File: config.mk
export PLATFORM = sky130hd
export DESIGN_NAME = riscv_multicycle_ctrl
export DESIGN_NICKNAME = d
export VERILOG_FILES = /design/src/rtl/riscv_ctrl_pkg.sv /design/src/rtl/riscv_instr_decode.sv /design/src/rtl/riscv_multicycle_ctrl.sv
export SDC_FILE = /design/constraint.sdc
export NUM_CORES = 1
export LEC_CHECK = 0
export CAP_MARGIN = 20
export CORE_MARGIN = 10
export CORE_UTILIZATION = 35
export CTS_CLUSTER_DIAMETER = 60
export DETAILED_ROUTE_END_ITERATION = 8
export PLACE_DENSITY_LB_ADDON = 0.1
export SYNTH_ARGS = -nofsm -noshare
export SYNTH_HDL_FRONTEND = slang
export SYNTH_SLANG_ARGS = --single-unit
File: constraint.sdc
create_clock -name clock -period 2.69 [get_ports clock]
set_input_delay 0.269 -clock clock [delete_from_list [all_inputs] [get_ports clock]]
set_output_delay 0.269 -clock clock [all_outputs]
set_load 0.01 [all_outputs]
File: src/rtl/riscv_ctrl_pkg.sv
// Shared encodings for the multi-cycle RV32 subset controller.
package riscv_ctrl_pkg;

    localparam int unsigned XLEN   = 32;
    localparam int unsigned ALU_W  = 4;

    localparam logic [6:0] OP_R      = 7'b0110011;
    localparam logic [6:0] OP_IMM    = 7'b0010011;
    localparam logic [6:0] OP_LOAD   = 7'b0000011;
    localparam logic [6:0] OP_STORE  = 7'b0100011;
    localparam logic [6:0] OP_BRANCH = 7'b1100011;
    localparam logic [6:0] OP_JAL    = 7'b1101111;

    localparam logic [2:0] F3_ADD_SUB = 3'b000;
    localparam logic [2:0] F3_SLT     = 3'b010;
    localparam logic [2:0] F3_OR      = 3'b110;
    localparam logic [2:0] F3_AND     = 3'b111;
    localparam logic [2:0] F3_WORD    = 3'b010;
    localparam logic [2:0] F3_BEQ     = 3'b000;
    localparam logic [2:0] F3_BNE     = 3'b001;
    localparam logic [2:0] F3_BLT     = 3'b100;

    localparam logic [6:0] F7_BASE = 7'b0000000;
    localparam logic [6:0] F7_ALT  = 7'b0100000;

    localparam logic [ALU_W-1:0] ALU_AND = 4'd0;
    localparam logic [ALU_W-1:0] ALU_OR  = 4'd1;
    localparam logic [ALU_W-1:0] ALU_ADD = 4'd2;
    localparam logic [ALU_W-1:0] ALU_SUB = 4'd10;
    localparam logic [ALU_W-1:0] ALU_SLT = 4'd11;

    typedef enum logic [2:0] {
        ST_FETCH  = 3'd0,
        ST_DECODE = 3'd1,
        ST_EXEC   = 3'd2,
        ST_MEM    = 3'd3,
        ST_WB     = 3'd4,
        ST_HALT   = 3'd5
    } state_t;

    typedef enum logic [2:0] {
        CL_R      = 3'd0,
        CL_ADDI   = 3'd1,
        CL_LOAD   = 3'd2,
        CL_STORE  = 3'd3,
        CL_BRANCH = 3'd4,
        CL_JAL    = 3'd5
    } iclass_t;

    typedef enum logic [1:0] {
        BR_EQ = 2'd0,
        BR_NE = 2'd1,
        BR_LT = 2'd2
    } br_t;

    // Decoded view of the IR consumed by the sequencer.
    typedef struct packed {
        iclass_t          iclass;
        br_t              br;
        logic [ALU_W-1:0] alu_op;
        logic             alusrc_a;
        logic             alusrc_b;
        logic             illegal;
    } dec_t;

endpackage

File: src/rtl/riscv_instr_decode.sv
// Combinational IR field decode: class, ALU op, operand selects, illegal flag.
module riscv_instr_decode
    import riscv_ctrl_pkg::*;
(
    input  logic [6:0] opcode,
    input  logic [2:0] funct3,
    input  logic [6:0] funct7,
    output dec_t       dec
);

    // Anything not explicitly recognised below stays flagged illegal.
    always_comb begin
        dec          = '0;
        dec.iclass   = CL_R;
        dec.br       = BR_EQ;
        dec.alu_op   = ALU_ADD;
        dec.illegal  = 1'b1;
        case (opcode)
            OP_R: begin
                dec.iclass   = CL_R;
                dec.alusrc_a = 1'b1;
                if (funct7 == F7_BASE) begin
                    dec.illegal = 1'b0;
                    case (funct3)
                        F3_ADD_SUB: dec.alu_op = ALU_ADD;
                        F3_SLT:     dec.alu_op = ALU_SLT;
                        F3_OR:      dec.alu_op = ALU_OR;
                        F3_AND:     dec.alu_op = ALU_AND;
                        default:    dec.illegal = 1'b1;
                    endcase
                end else if (funct7 == F7_ALT && funct3 == F3_ADD_SUB) begin
                    dec.illegal = 1'b0;
                    dec.alu_op  = ALU_SUB;
                end
            end
            OP_IMM: begin
                dec.iclass   = CL_ADDI;
                dec.alusrc_a = 1'b1;
                dec.alusrc_b = 1'b1;
                dec.illegal  = (funct3 != F3_ADD_SUB);
            end
            OP_LOAD: begin
                dec.iclass   = CL_LOAD;
                dec.alusrc_a = 1'b1;
                dec.alusrc_b = 1'b1;
                dec.illegal  = (funct3 != F3_WORD);
            end
            OP_STORE: begin
                dec.iclass   = CL_STORE;
                dec.alusrc_a = 1'b1;
                dec.alusrc_b = 1'b1;
                dec.illegal  = (funct3 != F3_WORD);
            end
            OP_BRANCH: begin
                dec.iclass   = CL_BRANCH;
                dec.alusrc_a = 1'b1;
                dec.illegal  = 1'b0;
                case (funct3)
                    F3_BEQ: begin dec.br = BR_EQ; dec.alu_op = ALU_SUB; end
                    F3_BNE: begin dec.br = BR_NE; dec.alu_op = ALU_SUB; end
                    F3_BLT: begin dec.br = BR_LT; dec.alu_op = ALU_SLT; end
                    default: dec.illegal = 1'b1;
                endcase
            end
            OP_JAL: begin
                dec.iclass   = CL_JAL;
                dec.alusrc_b = 1'b1;
                dec.illegal  = 1'b0;
            end
            default: ;
        endcase
    end

endmodule

File: src/rtl/riscv_multicycle_ctrl.sv
// Multi-cycle FETCH/DECODE/EXEC/MEM/WB sequencer for the RV32 subset datapath.
module riscv_multicycle_ctrl
    import riscv_ctrl_pkg::*;
#(
    parameter logic [XLEN-1:0] NOP_INSTR = 32'h00000013,
    parameter int unsigned     INSTRET_W = 32
) (
    input  logic                 clock,
    input  logic                 reset,
    output logic                 imem_req,
    input  logic                 imem_ack,
    input  logic [XLEN-1:0]      imem_rdata,
    output logic                 dmem_req,
    output logic                 dmem_we,
    input  logic                 dmem_ack,
    output logic [XLEN-1:0]      instr,
    input  logic                 zero,
    input  logic                 lsb_aluresult,
    output logic                 pc_we,
    output logic                 regwrite,
    output logic                 memtoreg,
    output logic                 alusrcA,
    output logic                 alusrcB,
    output logic                 jump,
    output logic                 selBranch,
    output logic [ALU_W-1:0]     aluControl,
    output logic                 trap,
    output logic [INSTRET_W-1:0] instret
);

    state_t state;
    dec_t   dec;
    logic   taken;

    riscv_instr_decode u_decode (
        .opcode (instr[6:0]),
        .funct3 (instr[14:12]),
        .funct7 (instr[31:25]),
        .dec    (dec)
    );

    // Branch outcome from the live ALU flags.
    always_comb begin
        taken = 1'b0;
        case (dec.br)
            BR_EQ:   taken = zero;
            BR_NE:   taken = ~zero;
            BR_LT:   taken = lsb_aluresult;
            default: taken = 1'b0;
        endcase
    end

    // Sequencer state, IR, sticky trap and retire counter.
    always_ff @(posedge clock or posedge reset) begin
        if (reset) begin
            state   <= ST_FETCH;
            instr   <= NOP_INSTR;
            trap    <= 1'b0;
            instret <= '0;
        end else begin
            if (pc_we) begin
                instret <= instret + INSTRET_W'(1);
            end
            case (state)
                ST_FETCH: begin
                    if (imem_ack) begin
                        instr <= imem_rdata;
                        state <= ST_DECODE;
                    end
                end
                ST_DECODE: begin
                    if (dec.illegal) begin
                        trap  <= 1'b1;
                        state <= ST_HALT;
                    end else begin
                        state <= ST_EXEC;
                    end
                end
                ST_EXEC: begin
                    case (dec.iclass)
                        CL_LOAD, CL_STORE:  state <= ST_MEM;
                        CL_BRANCH, CL_JAL:  state <= ST_FETCH;
                        default:            state <= ST_WB;
                    endcase
                end
                ST_MEM: begin
                    if (dmem_ack) begin
                        state <= (dec.iclass == CL_STORE) ? ST_FETCH : ST_WB;
                    end
                end
                ST_WB:   state <= ST_FETCH;
                ST_HALT: state <= ST_HALT;
                default: state <= ST_FETCH;
            endcase
        end
    end

    // Datapath controls decoded from state and IR; forced idle while in reset.
    always_comb begin
        imem_req   = 1'b0;
        dmem_req   = 1'b0;
        dmem_we    = 1'b0;
        pc_we      = 1'b0;
        regwrite   = 1'b0;
        memtoreg   = 1'b0;
        alusrcA    = 1'b0;
        alusrcB    = 1'b0;
        jump       = 1'b0;
        selBranch  = 1'b0;
        aluControl = ALU_AND;
        if (!reset) begin
            case (state)
                ST_FETCH: imem_req = 1'b1;
                ST_EXEC: begin
                    alusrcA    = dec.alusrc_a;
                    alusrcB    = dec.alusrc_b;
                    aluControl = dec.alu_op;
                    if (dec.iclass == CL_BRANCH) begin
                        selBranch = taken;
                        pc_we     = 1'b1;
                    end
                    if (dec.iclass == CL_JAL) begin
                        jump  = 1'b1;
                        pc_we = 1'b1;
                    end
                end
                ST_MEM: begin
                    alusrcA    = dec.alusrc_a;
                    alusrcB    = dec.alusrc_b;
                    aluControl = dec.alu_op;
                    dmem_req   = 1'b1;
                    dmem_we    = (dec.iclass == CL_STORE);
                    pc_we      = (dec.iclass == CL_STORE) && dmem_ack;
                end
                ST_WB: begin
                    alusrcA    = dec.alusrc_a;
                    alusrcB    = dec.alusrc_b;
                    aluControl = dec.alu_op;
                    regwrite   = 1'b1;
                    memtoreg   = (dec.iclass == CL_LOAD);
                    pc_we      = 1'b1;
                end
                default: ;
            endcase
        end
    end

endmodule
==> flow_metrics.py <==
metrics = {
    "power": {
        "power_leakage_nw": 2.00,
        "vdd.ir_drop.worst_v": 0.000240,
        "report.power.total_mw": 2.49,
        "pwr_density_cell_mw_per_mm2": 496,
    },
    "clock_tree": {
        "htree_num_levels": 3,
        "clock_transition_at_the_registers_of_the_reported_paths_ns": 0.07,
        "cts_hold_buffers": 0,
        "insertion_delay_ns": 0.34,
        "numCtsBuffers": 9,
        "cts_root_buf": "clkbuf_8",
        "clock_sinks": 68,
        "cts.repair_timing.setup_buffer_count": 0,
        "cts_tree": "done",
        "cts_buffer_depth": 2,
    },
    "setup_path": {
        "critPathKind": "register to output port",
        "critical_path_peak_fanout": 3,
        "ff2ff_path_depth": 6,
        "critPathMaxStageDelay_ns": 0.55,
        "kind_of_cell_with_the_highest_combined_delay_on_the_critical_path": "simple AND/OR/NAND/NOR gates",
        "critPathBufInv": 1,
        "critPathSlowestCell": "or4_1",
        "end_of_the_worst_register_to_register_path": "instret[1]",
        "critical_path.cell_chain": "or4_1 -> or2_0 -> nor4_2 -> a21oi_1 -> nor3_1 -> dlygate4sd2_1",
        "timing.reg2reg.setup_slack_ns": 0.59,
        "critPathRequiredTime_ns": 2.42,
        "worst_r2r_startpoint": "state[0]",
        "timing.critical_path.arrival_ns": 2.28,
        "startpoint_type": "register",
        "critPathCaptureType": "output port",
    },
    "synth": {
        "synth_top_area_cell": "dfrtp_1",
        "syn_inst": 295,
        "syn_avg_cell_area_um2": 11.7,
        "synth.ff_latch_count": 68,
        "yosysWarnings": 0,
        "syn_nets": 334,
        "netlist_top_cells_area": "dfrtp_1 (47%), mux2_2 (8.2%), xnor2_1 (7.6%)",
        "ys_seq_area_frac": 0.495,
        "synth_cell_type_count": 60,
        "synth_top_area_share": 0.472,
        "syn-cell-area_mm2": 0.00344,
    },
    "final_layout": {
        "layout-area-overhead-vs-synth_pct": 45.6,
        "num-nets-final": 461,
        "antenna_cells": 0,
        "number_of_non_filler_instances_in_the_completed_layout": 559,
        "post_route_cells_drive_above_1_share": 0.190,
        "num-fill-cells": 874,
        "final_design_area_no_fill_mm2": 0.00502,
        "postLayoutCoreUtil": 0.518,
    },
    "sta": {
        "period_needed_ns": 2.55,
        "timing.setup.tns_ns": 0,
        "finalSetupViolations": 0,
        "timing.final.hold_violations": 0,
        "report.final.slew_viol_count": 0,
        "finClkSkew_ns": 0.0111,
        "max_clock_freq_mhz": 392,
        "measured_slew_at_the_worst_slew_check_pin_ns": 0.559,
        "worst_hold_margin_ns": 0.455,
        "final.period_utilization": 0.949,
        "timing.final.ws_setup_ns": 0.137,
        "slew_headroom": 0.624,
    },
    "placement": {
        "dp_hpwl_um": 7010,
        "count_of_placed_standard_cells_including_taps": 544,
        "place.gp.congestion": 0.871,
        "dpl-instance-area_mm2": 0.00478,
        "buffer_ports.inserted": 115,
        "pre_cts_ws_ns": 0.169,
    },
    "global_route": {
        "grt_antenna_before_repair": 0,
        "gr-usage-all-layers": 0.133,
        "grt_start_max_net_pins": 42,
        "grt_pass1_wl_um": 15400,
        "via_count_of_the_first_global_routing_pass": 2885,
        "global_route.overflow_total": 0,
    },
    "drt": {
        "detail_route.drc_violations": 0,
        "dr_total_vias": 2782,
        "first_drt_iteration_drcs": 95,
        "wirelength_um": 9450,
        "antenna_violating_nets_post_route": 0,
        "average_wire_per_cell_in_the_routed_design_um": 16.9,
        "detail_route.vias_per_cell": 4.98,
        "detail_route.first_pass.iterations": 4,
    },
    "floorplan": {
        "boundaryPins": 117,
        "die-width_um": 119,
        "core_area_mm2": 0.00968,
        "chip_height_um": 119,
        "placement_row_count": 36,
        "dieArea_mm2": 0.0142,
        "initial_utilization": 0.356,
    },
    "job": {
        "cap_viol_max_count": 0,
    },
    "min_path": {
        "timing.hold.worst.class": "input pin to async pin",
    },
    "outcome": {
        "run_status": "finished clean",
    },
}
==> cell usage in the layout, fill, tap and decap left out, types with 4 or more instances in the layout <==
cell type	Yosys	routed
o21ai_0	6	6
a21oi_1	8	8
clkbuf_8	0	9
nand3_1	18	18
and3_1	6	6
buf_4	1	13
mux2_2	25	25
nor2_1	8	7
xnor2_1	30	30
nor3_1	4	4
inv_1	5	4
clkdlybuf4s50_1	0	108
nand2b_1	5	5
dfrtp_1	65	62
nand2_1	16	16
dlygate4sd2_1	0	5
mux2_1	8	8
nand4_1	16	16
==> Yosys cell counts, drive strengths merged <==
cell	number
or4	1
a32oi	1
a211o	2
o21bai	2
nor4bb	1
nor2	8
buf	12
clkbuf	1
mux2i	1
dfrtp	65
and3	7
and2	3
nand4b	1
nand2b	5
or4b	2
xnor2	30
nor4	6
conb	1
or3b	1
and4b	1
nor3b	4
a311oi	1
dfstp	3
nand2	16
mux2	33
xor2	3
nand4	17
inv	5
a221o	1
nor3	4
nor4b	3
a21oi	8
a2111oi	3
o21ai	6
o311ai	1
nand3	19
or3	3
ha	1
nor2b	3
or2	4
and4	3
a31oi	2
o21a	1
==> report_power, final <==
part	internal [mW]	switching (mW)	leakage, nW
logic	0.244	0.159	1.03
clock network	0.518	0.401	0.105
registers	1.10	0.0712	0.867
total	1.86	0.631	2.00
==> how the worst max path moves through the flow <==
stage	from	depth (start not counted)	end
CTS	instr[31]	5	aluControl[1]
detailed placement	instr[1]	6	selBranch
global placement	instr[1]	6	selBranch
floorplan	reset	3	alusrcA
global route	instr[31]	6	aluControl[0]
finish	instr[31]	6	aluControl[0]
==> worst min-delay path: stages <==
cell	delay, ns
clkdlybuf4s50_1	0.46
clkinvlp_4	0.13
buf_4	0.33
==> state kept, by name, indices dropped and copies added (netlist names) <==
name / count
trap: 1
state: 3
instr: 32
instret: 32
==> what timing repair did <==
action	CTS	global route
setup endpoints to repair	7	5
pin swaps	0	0
gates resized for setup	9	8
==> layer usage <==
layer  wire [µm]  up-vias  global-route usage
met5           0        -                   0
met4          44        0              0.0313
met3         942        4              0.0671
met2        4430       89               0.207
met1        4040     1354               0.161
li1            -     1335                   -
==> cell type report <==
cell class	count	area (µm²)	area share
clock buffers	9	124	0.0247
clock inverters	6	90.1	0.0180
inverters	5	22.5	0.00449
multi-input cells	209	1640	0.327
flip-flops and latches	68	1710	0.341
well taps	133	166	0.0332
repair buffers	129	1260	0.252
==> cells by family after synthesis <==
| logic type | share of synthesized area |
|---|---|
| flip-flops | 0.495 |
| other | 0.00109 |
| AND/OR/NAND/NOR | 0.215 |
| adder cells (fa/ha/maj) | 0.00363 |
| multiplexers | 0.111 |
| AO/OA/AOI/OAI | 0.0549 |
| XOR/XNOR | 0.0839 |
| buffers and inverters | 0.0356 |
Note: power is estimated with default switching activity, not from simulation.
